File: src/rtl/mem_arbiter_pkg.sv
// Shared types and constants for the two-port memory bus arbiter.
package mem_arbiter_pkg;

    typedef enum logic [1:0] {
        IDLE    = 2'd0,
        ACCESS  = 2'd1,
        RELEASE = 2'd2
    } state_t;

    localparam logic PORT_CPU = 1'b0;
    localparam logic PORT_DMA = 1'b1;

    // A write-mask bit at this value means the byte lane is written.
    localparam logic MASK_WRITE_LANE = 1'b0;

    // Wide enough for the largest supported read latency.
    typedef logic [1:0] cnt_t;

endpackage

File: src/rtl/mem_arbiter_select.sv
// Combinational winner pick between the CPU and DMA request lines.
module arb_select
    import mem_arbiter_pkg::*;
#(
    parameter bit FIXED_PRIORITY = 1'b0
) (
    input  logic req_0,
    input  logic req_1,
    input  logic last_grant,
    output logic valid,
    output logic winner
);

    // NOTE: every output gets a default before any branch so no latch is inferred.
    always_comb begin
        valid  = req_0 | req_1;
        winner = PORT_CPU;
        if (req_0 && req_1) begin
            winner = FIXED_PRIORITY ? PORT_CPU : ~last_grant;
        end else if (req_1) begin
            winner = PORT_DMA;
        end
    end

endmodule

File: src/rtl/mem_arbiter.sv
// Shares memory_bus between the CPU (port 0) and DMA (port 1): single-cycle
// strobes, LATENCY-aligned read capture and a one-cycle ack pulse.
module mem_arbiter
    import mem_arbiter_pkg::*;
#(
    parameter int LATENCY        = 1,
    parameter int FIXED_PRIORITY = 0,
    parameter int ADDR_W         = 16
) (
    input  logic              clk,
    input  logic              reset_n,
    input  logic              req_0,
    input  logic              req_1,
    input  logic [ADDR_W-1:0] addr_0,
    input  logic [ADDR_W-1:0] addr_1,
    input  logic [31:0]       wdata_0,
    input  logic [31:0]       wdata_1,
    input  logic [3:0]        wmask_0,
    input  logic [3:0]        wmask_1,
    input  logic              we_0,
    input  logic              we_1,
    output logic              ack_0,
    output logic              ack_1,
    output logic [31:0]       rdata,
    output logic              busy,
    output logic              grant_id,
    output logic [ADDR_W-1:0] mem_address,
    output logic [31:0]       mem_write,
    output logic [3:0]        mem_write_mask,
    output logic              mem_bus_enable,
    output logic              mem_write_enable,
    input  logic [31:0]       mem_read
);

    state_t state_q, state_d;
    cnt_t   cnt_q;
    logic   last_grant;
    logic   we_q;
    logic   sel_valid;
    logic   winner;
    logic   grant;
    logic   finish;

    arb_select #(
        .FIXED_PRIORITY(FIXED_PRIORITY != 0)
    ) u_select (
        .req_0     (req_0),
        .req_1     (req_1),
        .last_grant(last_grant),
        .valid     (sel_valid),
        .winner    (winner)
    );

    // NOTE: sequential state uses non-blocking assignments so every flop samples pre-edge values.
    always_ff @(posedge clk or negedge reset_n) begin
        if (!reset_n) begin
            state_q <= IDLE;
        end else begin
            state_q <= state_d;
        end
    end

    always_comb begin
        state_d = state_q;
        grant   = 1'b0;
        finish  = 1'b0;
        unique case (state_q)
            IDLE: begin
                if (sel_valid) begin
                    grant   = 1'b1;
                    state_d = ACCESS;
                end
            end
            ACCESS: begin
                // cnt reaches zero on the edge where mem_read is valid.
                if (cnt_q == '0) begin
                    finish  = 1'b1;
                    state_d = RELEASE;
                end
            end
            RELEASE: state_d = IDLE;
            default: state_d = IDLE;
        endcase
    end

    // NOTE: datapath registers are reset too, since every output must read 0 out of reset.
    always_ff @(posedge clk or negedge reset_n) begin
        if (!reset_n) begin
            mem_address      <= '0;
            mem_write        <= '0;
            mem_write_mask   <= '0;
            mem_bus_enable   <= 1'b0;
            mem_write_enable <= 1'b0;
            we_q             <= 1'b0;
            grant_id         <= PORT_CPU;
            last_grant       <= PORT_DMA;
            busy             <= 1'b0;
            cnt_q            <= '0;
            ack_0            <= 1'b0;
            ack_1            <= 1'b0;
            rdata            <= '0;
        end else begin
            // Strobes follow the grant for exactly one cycle.
            mem_bus_enable   <= grant;
            mem_write_enable <= grant & (winner ? we_1 : we_0);
            ack_0            <= finish & (grant_id == PORT_CPU);
            ack_1            <= finish & (grant_id == PORT_DMA);

            if (grant) begin
                mem_address    <= winner ? addr_1  : addr_0;
                mem_write      <= winner ? wdata_1 : wdata_0;
                mem_write_mask <= winner ? wmask_1 : wmask_0;
                we_q           <= winner ? we_1    : we_0;
                grant_id       <= winner;
                last_grant     <= winner;
                busy           <= 1'b1;
                cnt_q          <= cnt_t'(LATENCY);
            end else if (state_q == ACCESS && cnt_q != '0) begin
                cnt_q <= cnt_q - 1'b1;
            end

            if (finish && !we_q) begin
                rdata <= mem_read;
            end

            if (state_q == RELEASE) begin
                busy <= 1'b0;
            end
        end
    end

endmodule

File: config.mk
export PLATFORM = sky130hd
export DESIGN_NAME = mem_arbiter
export DESIGN_NICKNAME = d
export VERILOG_FILES = /design/src/rtl/mem_arbiter_pkg.sv /design/src/rtl/mem_arbiter_select.sv /design/src/rtl/mem_arbiter.sv
export SDC_FILE = /design/constraint.sdc
export NUM_CORES = 1
export LEC_CHECK = 0
export CAP_MARGIN = 20
export CORE_AREA = 4 4 97 145
export DETAILED_ROUTE_END_ITERATION = 12
export DIE_AREA = 0 0 101 149
export PLACE_DENSITY = 0.81
export SLEW_MARGIN = 15
export SYNTH_ARGS = -nofsm -noshare
export SYNTH_HDL_FRONTEND = slang
export SYNTH_SLANG_ARGS = --single-unit
File: constraint.sdc
create_clock -name clk -period 1.4 [get_ports clk]
set_input_delay 0.35 -clock clk [delete_from_list [all_inputs] [get_ports clk]]
set_output_delay 0.35 -clock clk [all_outputs]
set_load 0.005 [all_outputs]
## Word level (Yosys, flattened, before mapping)

Cells that the tools add are included.
W data, S select, Z words.

| word-level totals | value |
|---|---|
| register bits after elaboration | 96 |
| bits of input ports | 142 |
| output and inout bits | 90 |
| word-level logic and storage cells | 52 |

| cells by class | value |
|---|---|
| add/sub/neg operators | 1 |
| eq/ne operators | 4 |
| multiplexer cells | 17 |
| bitwise operators | 6 |
| reduce and logical (&&, ||, !) cells | 10 |

Operator list:

| kind | count |
|---|---|
| $mux W32 | 1 |
| $mux W16 | 1 |
| $mux W1 | 9 |
| $mux W2 | 4 |
| $reduce_bool A2 Y1 | 3 |
| $logic_not A2 Y1 | 2 |
| $mux W4 | 1 |
| $ne A2 B2 Y1 const B | 2 |
| $pmux W2 S2 | 1 |
| $and A1 B1 Y1 | 3 |
| $logic_and A1 B1 Y1 | 3 |
| $eq A2 B1 Y1 const B | 1 |
| $eq A2 B2 Y1 const B | 1 |
| $not A1 Y1 | 2 |
| $reduce_and A2 Y1 | 1 |
| $sub A2 B1 Y2 const B | 1 |
| $logic_not A1 Y1 | 1 |
| $or A1 B1 Y1 | 1 |

## Depth between registers and ports, before layout

| logic depth | value |
|---|---|
| word-level depth | 5 |
| gate-level depth with buffers | 6 |
| depth with buffers taken out | 5 |

## By module

From an unflattened synthesis, not the netlist that was laid out.

| unflattened totals | value |
|---|---|
| cells, all modules | 278 |
| area, all modules | 4,629.4 µm² |

By module, submodules not included:

| module | instances | cells each | area each (µm²) | seq. area each (µm²) |
|---|---|---|---|---|
| mem_arbiter | 1 | 276 | 4,615.7 | 2,403.6 |
| arb_select | 1 | 2 | 13.8 | 0.0 |

## Least setup slack after synthesis

Ideal clock, no wire load.

| timing | value |
|---|---|
| kind | reg2reg |
| start point | register last_grant |
| end point | register mem_address[1] |
| setup time | 0.125 ns |
| arrival | 1.480 ns |
| data required time | 1.275 ns |
| path slack | -0.205 ns |
| stages on the path, launching flop included | 6 |
| path buffers | 2 |
| clock period less this slack | 1.605 ns |
| cell sequence | dfstp_2 a21bo_1 buf_6 buf_6 mux2_4 mux2_4 |

| between the ends | value |
|---|---|
| longest elaborated chain between the ends | 3 |

RTL lines:

| what | RTL line | RTL |
|---|---|---|
| from (decl) | mem_arbiter.sv:37 | `logic last_grant;` |
| from (signal assigned) | mem_arbiter.sv:115 | `last_grant <= winner;` |
| $not A1 Y1 | mem_arbiter_select.sv:19 | `winner = FIXED_PRIORITY ? PORT_CPU : ~last_grant;` |
| $mux W1 | mem_arbiter_select.sv:18 | `if (req_0 && req_1) begin` |
| $mux W16 | mem_arbiter.sv:110 | `mem_address <= winner ? addr_1 : addr_0;` |
| to (signal assigned) | mem_arbiter.sv:110 |  |
| to (decl) | mem_arbiter.sv:27 | `output logic [ADDR_W-1:0] mem_address,` |

No other way between the ends.
A chain may end at the register's enable or synchronous reset.

## Worst setup path after layout

Same ends and word-level chain as after synthesis.

==> out/metrics.yaml <==
run_status:
  status: "finished with violations"
  violations: "setup timing"
power_and_ir_drop:
  max-vdd-ir-drop_uv: 802
  p_seq_share_pct: 32.2
  power_density_nw_per_um2: 1940
  switching_share_pct: 28.3
  p_int_mw: 11.0
  comb_power_share_pct: 50.7
  p_switching_mw: 4.34
  clockPowerShare_pct: 17.1
  power_mw: 15.3
  cellLeakagePower_nw: 3.78
routing:
  drc: 0
  routed_wl_mm: 13.3
  drt-wirelength-per-cell_um: 18.8
  first_pass_iters: 2
  vias: 3304
  drtAntennaViolNets: 0
  viasPerCell: 4.69
  drtIter0Drc: 55
setup_path:
  r2r_cells: 4
  cp-startpoint: "last_grant"
  path_max_fanout: 7
  timing.rr.start: "last_grant"
  r2r_setup_slack_ns: -0.28
  arrival_ns: 1.89
  r2r-end: "mem_address[1]"
  end_kind: "flop"
  cp-endpoint: "mem_address[1]"
  cp-start-kind: "flop"
  crit_type: "reg2reg"
  cp.required_ns: 1.62
global_routing:
  grt_pass1_vias: 3789
  grt_pass1_wl_mm: 20.1
  antenna_found_initial: 0
  grt_usage_pct: 17.5
  gr-total-overflow: 0
  grt_max_degree: 39
min_path:
  hold_path.class: "in2async"
synth:
  syn-cell-area_um2: 4650
  netlist_instances: 275
  netlist_top_cells_area: "dfrtp_1 51%, mux2_4 32%, mux2_2 9.7%"
  ys_async_sr_fraction_pct: 100
  syn_nets: 418
  yosysTopAreaCell: "dfrtp_1"
  synthFlopType: "dfrtp_1"
  ys_ff_latch: 96
  synthDistinctLibCells: 24
  ys_warn_count: 0
  synth-seq-area-share_pct: 51.7
  synth_edf_count: 0
  syn_area_per_cell_um2: 16.9
  synth_top_area_share_pct: 51.1
floorplanning:
  die_x_um: 101
  start_util_pct: 36.3
  dieHeight_um: 149
  die-area_um2: 15000
  pin_count: 232
  core_area_um2: 12800
  rows: 51
sta:
  worstMarginPinSlew_ns: 0.339
  setup_ws_ns: -0.276
  finalSetupViolCount: 88
  holdWs_ns: 0.454
  fmax_mhz: 597
  rsz0062_at_grt: "true"
  slew_violations: 0
  slew_headroom_pct: 77.2
  tns_ns: -19.42
  period_share_pct: 120
  hold_viol: 0
  fin_worst_skew_ns: 0.00719
  fin_crit_ns: 1.68
final_layout:
  seqCellArea_um2: 2400
  nets: 684
  fillers: 995
  design_area_um2: 7920
  fin_cells: 705
  multi_input_area_um2: 2230
  post-route-util_pct: 61.7
  diodes: 0
  final_layout_size_suffix_gt1_share_pct: 36.8
  syn2layout_area_growth_pct: 70.3
placed_design:
  dp_cells: 672
  io_buffers: 231
  hpwlAfterDp_mm: 9.78
  place.gp.congestion: 0.719
  dp_slack_ns: -0.763
  place_area_um2: 7370
clock_tree:
  cts_buffer_depth: 2
  clock-sinks: 96
  cts_tree: "built"
  numCtsBuffers: 9
  cts-root-buf: "clkbuf_16"
  htree_levels: 3
  clkTransAtPathRegs_ns: 0.07
  clkLatencyLatePin_ns: 0.33
flow_run:
  drv_cap: 0
## power by group through the flow
stage	Sequential [mW]	Combinational (mW)	Clock (mW)
5_1_grt	5.13	8.30	2.82
3_3_place_gp	4.98	7.74	0
4_1_cts	4.95	7.81	2.68
3_5_place_dp	5.02	7.94	0
2_1_floorplan	5.05	4.02	0
6_report	4.94	7.77	2.62
## registers in the layout (all words and copies together) (netlist names), 2 cells and up
| register | flops |
|---|---|
| mem_write | 32 |
| mem_write_mask | 4 |
| rdata | 32 |
| state_q | 2 |
| cnt_q | 2 |
| mem_address | 16 |
## Yosys cell counts (2+ instances only)
| cell | count |
|---|---|
| buf_2 | 3 |
| buf_4 | 3 |
| buf_6 | 3 |
| buf_8 | 6 |
| dfrtp_1 | 95 |
| inv_1 | 5 |
| mux2_2 | 40 |
| mux2_4 | 98 |
| mux2i_1 | 2 |
| nor2_1 | 6 |
## cell usage in the layout, fill, tap and decap left out, types with 5 or more instances in the layout
cell / count
buf_12: 7
buf_4: 19
buf_6: 5
clkbuf_16: 11
clkdlybuf4s50_1: 138
dfrtp_1: 95
dlygate4sd2_1: 91
inv_1: 5
mux2_4: 137
nor2_1: 5
## what timing repair did
item,in CTS,in global routing
endpoints found under the hold margin,20,0
cloned,6,2
hold buffers,1,0
setup buffers,14,1
resized for setup,118,15
pin swaps,1,4
setup endpoints to repair,181,90
## critical path: stages (launching register included)
cell	delay [ns]
dfstp_2	0.54
a21bo_4	0.23
buf_4	0.21
mux2_4	0.32
mux2_4	0.26
## worst min-delay path by stage
stage,depth (start not counted),startpoint,end
after floorplan,0,reset_n,ack_0
after global placement,1,reset_n,rdata[15]
after detailed placement,1,reset_n,rdata[13]
after CTS,2,reset_n,rdata[15]
after global routing,2,reset_n,rdata[15]
final,2,reset_n,rdata[15]
## final cells by class
type / instances / area share (%)
inverters: 6 / 0.442
well taps: 159 / 2.51
repair buffers: 270 / 34.5
multi-input cells: 158 / 28.2
clock buffers: 10 / 2.89
flip-flops and latches: 96 / 30.4
clock inverters: 6 / 1.14
## metal layers
layer	share of wire (%)	track usage, %
met1	35	19.1
met4	2.7	6.32
met2	54	31.8
met3	8.4	5.01
met5	0	0
## logic make-up (layout without fill, tap and decap cells)
kind of cell / Yosys count / in the layout / share of synthesized area, %
multiplexers: 140 / 140 / 41.8
flip-flops: 96 / 96 / 51.7
buffers and inverters: 21 / 292 / 3.96
AND/OR/NAND/NOR: 12 / 12 / 1.40
AO/OA/AOI/OAI: 4 / 4 / 0.727
adder cells (fa/ha/maj): 1 / 1 / 0.269
XOR/XNOR: 1 / 1 / 0.188
Note: power is estimated with default switching activity, not from simulation.
